**config.mk**
```make
export PLATFORM = sky130hd
export DESIGN_NAME = z80_io_initiator
export DESIGN_NICKNAME = d
export VERILOG_FILES = /design/src/rtl/z80_io_initiator.sv
export SDC_FILE = /design/constraint.sdc
export NUM_CORES = 1
export LEC_CHECK = 0
export CAP_MARGIN = 20
export CORE_ASPECT_RATIO = 1.5
export CORE_MARGIN = 4
export CORE_UTILIZATION = 55
export CTS_BUF_LIST = sky130_fd_sc_hd__clkbuf_8
export CTS_CLUSTER_DIAMETER = 120
export CTS_CLUSTER_SIZE = 16
export DETAILED_ROUTE_END_ITERATION = 10
export DONT_BUFFER_PORTS = 1
export GPL_TIMING_DRIVEN = 0
export PLACE_DENSITY = 0.7
export SLEW_MARGIN = 25
export SYNTH_ARGS = -nofsm -noshare
export SYNTH_HDL_FRONTEND = slang
export SYNTH_SLANG_ARGS = --single-unit
```
**constraint.sdc**
```tcl
create_clock -name clk -period 2.6 [get_ports clk]
set_input_delay 0.13 -clock clk [delete_from_list [all_inputs] [get_ports clk]]
set_output_delay 0.13 -clock clk [all_outputs]
set_load 0.03 [all_outputs]
```
**src/rtl/z80_io_initiator.sv**
```systemverilog
// Z80-style I/O bus initiator: converts single req/rsp transactions into
// T1/T2/TW/T3 IN/OUT bus cycles with automatic wait states and wait_n timeout.
module z80_io_initiator #(
  parameter int AUTO_WAIT = 1,
  parameter int TIMEOUT   = 255
) (
  input  logic       clk,
  input  logic       reset,
  input  logic       req_valid,
  output logic       req_ready,
  input  logic       req_write,
  input  logic [7:0] req_addr,
  input  logic [7:0] req_wdata,
  output logic       rsp_valid,
  output logic [7:0] rsp_rdata,
  output logic       rsp_err,
  output logic [7:0] addr,
  output logic [7:0] data_out,
  output logic       data_oe,
  input  logic [7:0] data_in,
  output logic       iorq_n,
  output logic       rd_n,
  output logic       wr_n,
  input  logic       wait_n
);

  typedef enum logic [2:0] {
    S_IDLE,
    S_T1,
    S_T2,
    S_TW,
    S_T3
  } state_t;

  localparam logic [1:0] WAIT_LOAD = 2'(AUTO_WAIT - 1);
  localparam logic [7:0] TMO_LAST  = 8'(TIMEOUT - 1);

  state_t     state, state_nx;
  logic [1:0] wait_cnt, wait_cnt_nx;
  logic [7:0] tmo_cnt, tmo_cnt_nx;
  logic       is_write, is_write_nx;
  logic       err_flag, err_flag_nx;

  logic [7:0] addr_nx, data_out_nx, rsp_rdata_nx;
  logic       data_oe_nx, iorq_n_nx, rd_n_nx, wr_n_nx;
  logic       rsp_valid_nx, rsp_err_nx;

  assign req_ready = (state == S_IDLE);

  // Next-state logic also computes the next value of every bus output, so the
  // outputs themselves come straight from flops and never glitch.
  always_comb begin
    // NOTE: every signal gets a default first so no path leaves one unassigned,
    // which would otherwise infer a latch.
    state_nx     = state;
    wait_cnt_nx  = wait_cnt;
    tmo_cnt_nx   = tmo_cnt;
    is_write_nx  = is_write;
    err_flag_nx  = err_flag;
    addr_nx      = addr;
    data_out_nx  = data_out;
    data_oe_nx   = data_oe;
    iorq_n_nx    = iorq_n;
    rd_n_nx      = rd_n;
    wr_n_nx      = wr_n;
    rsp_rdata_nx = rsp_rdata;
    rsp_valid_nx = 1'b0;
    rsp_err_nx   = 1'b0;

    unique case (state)
      S_IDLE: begin
        if (req_valid) begin
          state_nx    = S_T1;
          addr_nx     = req_addr;
          data_out_nx = req_wdata;
          is_write_nx = req_write;
          data_oe_nx  = req_write;
          err_flag_nx = 1'b0;
          iorq_n_nx   = 1'b1;
          rd_n_nx     = 1'b1;
          wr_n_nx     = 1'b1;
        end
      end

      S_T1: begin
        state_nx  = S_T2;
        iorq_n_nx = 1'b0;
        rd_n_nx   = is_write;
        wr_n_nx   = ~is_write;
      end

      S_T2: begin
        state_nx    = S_TW;
        wait_cnt_nx = WAIT_LOAD;
        tmo_cnt_nx  = '0;
      end

      S_TW: begin
        // Automatic wait states run first; wait_n only matters once they expire.
        if (wait_cnt != 2'd0) begin
          wait_cnt_nx = wait_cnt - 2'd1;
        end else if (wait_n) begin
          state_nx = S_T3;
          if (!is_write) rsp_rdata_nx = data_in;
        end else if (tmo_cnt == TMO_LAST) begin
          state_nx    = S_T3;
          tmo_cnt_nx  = tmo_cnt + 8'd1;
          err_flag_nx = 1'b1;
          if (!is_write) rsp_rdata_nx = 8'hFF;
        end else begin
          tmo_cnt_nx = tmo_cnt + 8'd1;
        end
      end

      S_T3: begin
        state_nx     = S_IDLE;
        iorq_n_nx    = 1'b1;
        rd_n_nx      = 1'b1;
        wr_n_nx      = 1'b1;
        data_oe_nx   = 1'b0;
        rsp_valid_nx = 1'b1;
        rsp_err_nx   = err_flag;
      end

      default: begin
        state_nx   = S_IDLE;
        iorq_n_nx  = 1'b1;
        rd_n_nx    = 1'b1;
        wr_n_nx    = 1'b1;
        data_oe_nx = 1'b0;
      end
    endcase
  end

  // Reset abandons any bus cycle in flight without a completion pulse.
  always_ff @(posedge clk or posedge reset) begin
    if (reset) begin
      state     <= S_IDLE;
      wait_cnt  <= '0;
      tmo_cnt   <= '0;
      is_write  <= 1'b0;
      err_flag  <= 1'b0;
      addr      <= '0;
      data_out  <= '0;
      data_oe   <= 1'b0;
      iorq_n    <= 1'b1;
      rd_n      <= 1'b1;
      wr_n      <= 1'b1;
      rsp_rdata <= '0;
      rsp_valid <= 1'b0;
      rsp_err   <= 1'b0;
    end else begin
      // NOTE: non-blocking assignments so every flop samples pre-edge values.
      state     <= state_nx;
      wait_cnt  <= wait_cnt_nx;
      tmo_cnt   <= tmo_cnt_nx;
      is_write  <= is_write_nx;
      err_flag  <= err_flag_nx;
      addr      <= addr_nx;
      data_out  <= data_out_nx;
      data_oe   <= data_oe_nx;
      iorq_n    <= iorq_n_nx;
      rd_n      <= rd_n_nx;
      wr_n      <= wr_n_nx;
      rsp_rdata <= rsp_rdata_nx;
      rsp_valid <= rsp_valid_nx;
      rsp_err   <= rsp_err_nx;
    end
  end

endmodule
```
# ---- After elaboration in Yosys (flattened, before gate mapping)
# Cells that the tools add are included.
dict set report word_totals {
  ff_bits 45
}
dict set report classes {
  add_sub_neg 2
  n_eq_ne 11
  n_reduce_logical 15
  bitwise 4
  muxes 27
}
# op count
set ops {}
lappend ops {{$mux 8} 6}
lappend ops {{$pmux 8 s2} 1}
lappend ops {{$mux 3} 4}
lappend ops {{$pmux 3 s4} 1}
lappend ops {{$ne 2x2->1 const B} 5}
lappend ops {{$pmux 1 s3} 3}
lappend ops {{$add 8x1->8 const B} 1}
lappend ops {{$eq 8x8->1 const B} 1}
lappend ops {{$mux 1} 8}
lappend ops {{$reduce_and 2->1} 4}
lappend ops {{$reduce_bool 2->1} 4}
lappend ops {{$eq 3x2->1 const B} 2}
lappend ops {{$reduce_and 3->1} 2}
lappend ops {{$reduce_and 5->1} 1}
lappend ops {{$not 1->1} 4}
lappend ops {{$pmux 1 s2} 2}
lappend ops {{$pmux 2 s2} 1}
lappend ops {{$reduce_and 4->1} 1}
lappend ops {{$eq 3x1->1 const B} 1}
lappend ops {{$eq 3x3->1 const B} 1}
lappend ops {{$logic_not 3->1} 1}
lappend ops {{$ne 3x3->1 const B} 1}
lappend ops {{$reduce_or 3->1} 1}
lappend ops {{$mux 2} 1}
lappend ops {{other kinds (2)} 2}

# ---- Logic depth before layout (Yosys ltp)
# Gate-level depths: netlist of the first run.
dict set report logic_depth {
  depth_word 5
  depth_mapped 7
  depth_no_buf 6
}

# ---- Worst setup path before layout of the first run
# OpenSTA, ideal clock, no wires.
dict set report synth_path {
  path_type {register to register}
  startpoint {reg state[1]}
  endpoint {reg addr[0]}
  n_path_buf 3
  setup_slack_ps 726
  setup_time_ps 127
  stages_incl_launch_ff 7
  arrival_ps 1747
  synth_period_minus_slack_ps 1874
  path_cell_list {dfrtp_1 -> buf_4 -> nor3_2 -> and2_1 -> buf_4 -> buf_6 -> mux2_1}
}
dict set report synth_via {
  elab_chain_len 2
}
# item line_no
set synth_lines {}
lappend synth_lines {{start, declared} 38} ;# state_t state, state_nx;
lappend synth_lines {{start signal, assigned} 154} ;# state <= state_nx;
lappend synth_lines {{$logic_not 3->1} --}
lappend synth_lines {{named net req_ready} 10} ;# output logic req_ready,
lappend synth_lines {{$reduce_and 2->1 (no line)} --}
lappend synth_lines {{end signal, assigned} 159} ;# addr <= addr_nx;
lappend synth_lines {{end, declared} 17} ;# output logic [7:0] addr,
# The timed path passes the listed nets, and every way through them passes these cells.
# A chain may end at the register's enable or synchronous reset.

# ---- Worst setup path in the final report of the first run
dict set report layout_path {
  startpoint {reg state[1]}
  endpoint {reg data_out[3]}
}
dict set report layout_via {
  elab_chain_len 2
}
# item line_no
set layout_lines {}
lappend layout_lines {{$logic_not 3->1} --}
lappend layout_lines {{named net req_ready} 10}
lappend layout_lines {{$reduce_and 2->1 (no line)} --}
lappend layout_lines {{end signal, assigned} 160} ;# data_out <= data_out_nx;
lappend layout_lines {{end, declared} 18} ;# output logic [7:0] data_out,
# The timed path passes the listed nets, and every way through them passes these cells.

==> out/results.txt, run 1 <==
Leading post-synthesis cells by cell area = dfrtp_1, mux2_1, dfstp_2, mux2_2, o22a_1
Final worst path period share = 79.7%
Syn_area_per_cell = 12.1 um^2
Chip width = 57.5 um
Setup CP Type = flop to flop
Final Net Count = 235
Total wire length = 4460 um
Post-synthesis net count = 199
Clk slew on worst S/H paths = 80 ps
Count of cell types in the netlist = 40
Remaining antenna violation count after routing = 0
Die ar. = 4730 um^2
RSZ-0062 raised after global routing = false
Synth Warn # = 0
Clock Sinks = 45
Number of buffers created by CTS = 5
Yosys reg bits = 45
Clk buf depth = 2
CTS tree = yes
DRC violations left = 0
Ant. Diodes = 0
Clock Skew = 7.43 ps
Arrival @ worst endpoint = 2250 ps
Worst skew pair latency = 300 ps
Post-synth top area share = 52.0%
Ports = 60
Worst-margin pin slew = 633 ps
Leak = 1.04 nW
Post-Synth XOR/XNOR Area = 2.17%
Setup-failing EPs final = 0
Sequential power share = 56.6%
Die height = 82.2 um
Hold WS = 10.1 ps
Adder-Cell Fraction of Synth Area = 1.86%
Vias = 1,403
Switch Pwr = 1.29 mW
Num rows = 26
CTS resizes = 0
DR WL/cell = 18.1 um
TNS Setup = 0 ps
Cells after Synth = 167
Setup bufs post-CTS = 0
Drt via density = 5.70
Worst vdd ir = 0.868 mV
Int Pwr = 1.62 mW
Post-place setup slack = 517 ps
Cell with the most instances after synthesis = dfrtp_1
Post-synth top cells = dfrtp_1, nand2_1, mux2_1
Layout area overhead = 23.0%
GP Congestion = 0.745
Post-synthesis sequential area ratio = 55.9%
Rel. slew slack = 57.6%
Critical path endpoint category = flop
Gate power share = 25.8%
Setup ws final = 527 ps
Total gr overflow = 0
Mapped Area = 2020 um^2
Synth Area in Compound Gates = 14.6%
Largest family of logic cells by synthesized area = compound AO/OA/AOI/OAI gates
Iter 0 DRT Violations = 28
Switch share = 44.2%
Initial Utilization = 58.0%
Minimum clock period = 2070 ps
Fmax = 0.482 GHz
PD cells = 1170 nW/um^2
Required time of the critical path = 2780 ps
Synth area leader = dfrtp_1
Initial antenna violation count = 0
Vias in the first global route = 1,532
Status = complete, no violations
Critical Path Start Type = flop
Ys flop type = dfrtp_1
DRT Pass-1 Iters = 4
Number of max-cap violations = 0
DPL Wire Length = 3040 um
Final core occ = 71.4%
Layout cells sized above 1 = 17.6%
Post-Synth Simple-Gate Area = 11.5%
Post-synth EDFFs = 0
Final Hold Viols = 0
Clock power share = 17.6%
First-pass GRT wire length = 7270 um
Ys async rst share = 100%
GRT Total Usage = 20.5%
Multiplexer share of the synthesized area = 9.48%
Max H-tree Level = 2
Port Buffers = 0
Largest net degree at the start of global routing = 29
Worst min path class = input port to flop
Core box area = 3480 um^2
Final Slew Violations = 0
Cell chosen for the clock root = clkbuf_8
CP max FO = 10
cells in the final DEF (no fill, tap or decap), drive strengths merged, types with 2 or more instances in the layout:
cell type,instances
mux2,17
and2,3
dlygate4sd3,28
inv,10
dfrtp,42
o31ai,2
nor3,4
nand3b,2
o22a,8
clkbuf,6
dfstp,3
a21o,2
nand3,3
xnor2,5
nand4,2
buf,8
ha,3
o21ai,6
a211oi,3
a21oi,9
nor2,10
nand2b,4
nand2,11
worst max-delay path, stage by stage (launching register included):
cell and delay [ps]:
dfrtp_1 370, buf_4 160, nor3_2 530, and2_1 220, buf_4 170, buf_6 160, mux2_1 340
cells by family (layout without fill, tap and decap cells):
group	count (synthesis)	in the layout
muxes	17	17
xor gates and xnor gates	5	5
AOI/OAI and AO/OA	37	37
DFF	45	45
adders and majority gates	3	3
and+or+nand+nor	43	43
buffers and inverters	17	54
metal layers:
layer,global-route usage [%],share of wire [%],vias up
met1,21.2,34,692
met5,0,0,-
met2,38.1,57,41
met4,7.19,1.7,0
li1,-,-,661
met3,7.00,6.7,9
final cells by class:
cell class,count,area (um^2)
inverters,9,33.8
fillers,251,997
flip-flops and latches,45,1130
repair buffers,29,300
well taps,42,52.6
plain buffers,8,56.3
clock inverters,3,42.5
clock buffers,5,68.8
multi-input cells,105,800
timing repair:
| item | in CTS | in global routing |
|---|---|---|
| hold endpoints to repair | 43 | 0 |
| endpoints found under the setup margin | 0 | 0 |
| hold buffers | 28 | 0 |
sequential cells by signal (all words and copies together), names as in the netlist, 2 cells and up:
signal,flops
data_out,8
rsp_rdata,8
wait_cnt,2
state,3
tmo_cnt,8
addr,8
metrics by stage:
stage	cell area [um^2]	total power, mW	instances
final	2480	2.91	246
after global routing	2480	3.09	246
after CTS	2480	2.94	246
after detailed placement	2090	2.38	210
after global placement	2070	2.31	209
after floorplan	2020	2.17	167
worst paths after layout:
check	start	end	slack (ps)	depth (start not counted)
setup / recovery	state[1]	data_out[3]	530	6
hold / removal	req_valid	data_oe	10	3
setup reg to reg	state[1]	data_out[3]	530	6
hold reg to reg	wait_cnt[1]	wait_cnt[1]	530	2
max in group asynchronous	reset	state[0]	1870	3
min in group asynchronous	reset	addr[2]	260	2
power by group through the flow:
| stage | logic, mW | registers (mW) | clock network (mW) |
|---|---|---|---|
| final | 0.749 | 1.65 | 0.513 |
| after global routing | 0.849 | 1.69 | 0.557 |
| after CTS | 0.759 | 1.65 | 0.529 |
| after detailed placement | 0.722 | 1.66 | 0 |
| after global placement | 0.668 | 1.64 | 0 |
| after floorplan | 0.588 | 1.59 | 0 |
Power figures use the tool's default switching activity.
==> inputs of run 2 (changes only) <==
clock period = 1.95 ns   (was 2.6 ns; I/O delays follow)
==> run 2 against run 1 <==
Net effect:
- utilization is 0.072 points lower
- maximum frequency is 16% higher
- clock power rose by 33%
- critical endpoint unchanged
- highest routed layer unchanged
==> out/results.txt, run 2 (same netlist as run 1, synthesis figures left out) <==
Die ar. = 4730 um^2 (unchanged)
Worst reg2reg setup slack = 160 ps (-370 ps)
Setup CP Type = flop to flop
Crit path depth = 5 (-1)
Remaining antenna violation count after routing = 0 (unchanged)
Drt via density = 5.72 (+0.27%)
Most frequent CP cell = buf_4
DR WL/cell = 18.1 um (about the same)
Ports = 60 (unchanged)
Layout area overhead = 22.9%
Switch Pwr = 1.73 mW (+34%)
Num rows = 26 (unchanged)
Most frequent cells in the layout = dfrtp_1, dlygate4sd3_1, nand2_1
Hold WS = 10.9 ps (+0.799 ps)
Cell family with most CP delay = simple AND/OR/NAND/NOR gates
Clock Sinks = 45 (unchanged)
Critical path endpoint category = flop
Total Power = 3.89 mW (+34%)
Port Buffers = 0 (unchanged)
Gate power share = 25.7% (about the same)
Final Hold Viols = 0 (unchanged)
Design area = 2480 um^2 (-0.10%)
Clk slew on worst S/H paths = 80 ps (about the same)
Total wire length = 4440 um (-0.49%)
CTS tree = yes
Status = complete, no violations
Worst vdd ir = 1.17 mV (+35%)
Die height = 82.2 um (unchanged)
R2R Path End = data_out[3]
Worst Hold Path EP = iorq_n
Layout cells sized above 1 = 17.7% (+0.087 points)
Number of max-cap violations = 0 (unchanged)
Worst skew pair latency = 300 ps (about the same)
Worst min path class = input port to flop
Vias = 1,401 (-0.14%)
Fmax = 0.559 GHz (+16%)
Clk buf depth = 2 (unchanged)
Leak = 1.04 nW (-0.47%)
Rel. slew slack = 68.8% (+11 points)
HP Start = req_valid
Most common cell after layout, fill and taps aside = dfrtp_1
Slowest CP cell = dfrtp_1
Worst-margin pin slew = 467 ps (-166 ps)
Placed Area = 2090 um^2 (unchanged)
First-pass GRT wire length = 7260 um (about the same)
Worst path bufs/invs = 2 (-1)
DRT Pass-1 Iters = 4 (unchanged)
CP cell instances = buf_4 > nor3_4 > and2_1 > buf_4 > mux2_1
PD cells = 1570 nW/um^2 (+34%)
Required time of the critical path = 2130 ps (-650 ps)
Sequential power share = 56.7% (about the same)
Total gr overflow = 0 (unchanged)
DRC violations left = 0 (unchanged)
Iter 0 DRT Violations = 26 (-7.1%)
Chip width = 57.5 um (unchanged)
Max H-tree Level = 2 (unchanged)
Int Pwr = 2.16 mW (+33%)
Largest net degree at the start of global routing = 29 (unchanged)
Final Slew Violations = 0 (unchanged)
CP max stage delay = 370 ps (-160 ps)
DPL Wire Length = 3040 um (unchanged)
Initial antenna violation count = 0 (unchanged)
Minimum clock period = 1790 ps (-283 ps)
CP max FO = 17 (+7)
GP Congestion = 0.745 (unchanged)
Final core occ = 71.3% (-0.072 points)
Cell chosen for the clock root = clkbuf_8
Setup bufs post-CTS = 0 (unchanged)
Setup-failing EPs final = 0 (unchanged)
Ant. Diodes = 0 (unchanged)
Worst reg2reg path startpoint = state[1]
R2R depth = 5 (-1)
Number of buffers created by CTS = 5 (unchanged)
Vias in the first global route = 1,528 (-0.26%)
Core box area = 3480 um^2 (unchanged)
RSZ-0062 raised after global routing = false
TNS Setup = 0 ps (unchanged)
Final Net Count = 234 (-0.43%)
Arrival @ worst endpoint = 1970 ps (-280 ps)
Initial Utilization = 58.0% (unchanged)
Critical Path Start Type = flop
Switch share = 44.4% (+0.20 points)
Clock Skew = 7.23 ps (-0.196 ps)
GRT Total Usage = 20.5% (-0.033 points)
Clock power share = 17.6% (about the same)
Hold depth = 2 (-1)
Final worst path period share = 91.8% (+12 points)
[run 2: cell count changes in the layout (fill, tap and decap cells not counted), sizes merged]
cell	previous run	this run
buf	8	7
[run 2: worst register-to-register path, stage by stage, from the launching register on]
cell and delay (ps):
dfrtp_1 370, buf_4 170, nor3_4 330, and2_1 190, buf_4 240, mux2_1 370
[run 2: how the worst max path moves through the flow]
| stage | to | startpoint | slack (ps) |
|---|---|---|---|
| after floorplan | addr[0] | state[1] | 80 |
| after global placement | data_out[6] | state[1] | -80 |
| after detailed placement | data_out[3] | state[1] | -130 |
| after CTS | data_out[3] | state[1] | 30 |
| after global routing | data_oe | state[0] | 50 |
| final | data_out[3] | state[1] | 160 |
[run 2: metrics by stage]
| step | setup slack, ps | instances |
|---|---|---|
| after CTS | 25.5 | 246 |
| final | 160 | 245 |
| after detailed placement | -133 | 210 |
| after floorplan | 75.8 | 167 |
| after global placement | -80.3 | 209 |
| after global routing | 54.4 | 245 |
[run 2: timing repair]
item | CTS | global route
resized for setup | 1 | 1
gates cloned | 0 | 0
hold buffers | 28 | 0
hold endpoints to repair | 71 | 0
pin swaps | 0 | 2
setup endpoints to repair | 10 | 11
[run 2: layout make-up]
cell class	count	area, um^2
Clock buffer	5	68.8
Tap cell	42	52.6
Timing Repair Buffer	29	300
Multi-Input combinational cell	105	808
Buffer	7	45.0
Sequential cell	45	1130
Fill cell	250	1000
Inverter	9	33.8
Clock inverter	3	42.5
[run 2: power by group through the flow]
stage / Sequential, mW / Clock (mW) / Combinational [mW]
finish: 2.20 / 0.684 / 0.999
global route: 2.25 / 0.742 / 1.13
floorplan: 2.12 / 0 / 0.784
CTS: 2.21 / 0.705 / 1.02
detailed placement: 2.21 / 0 / 0.962
global placement: 2.19 / 0 / 0.891
[run 2: per-layer routing]
layer / global-route usage [%] / vias to the layer above / routed length, um
met5: 0 / - / 0
met4: 7.19 / 0 / 74
met3: 6.84 / 9 / 299
met2: 38.2 / 46 / 2530
met1: 21.1 / 690 / 1540
li1: - / 656 / -
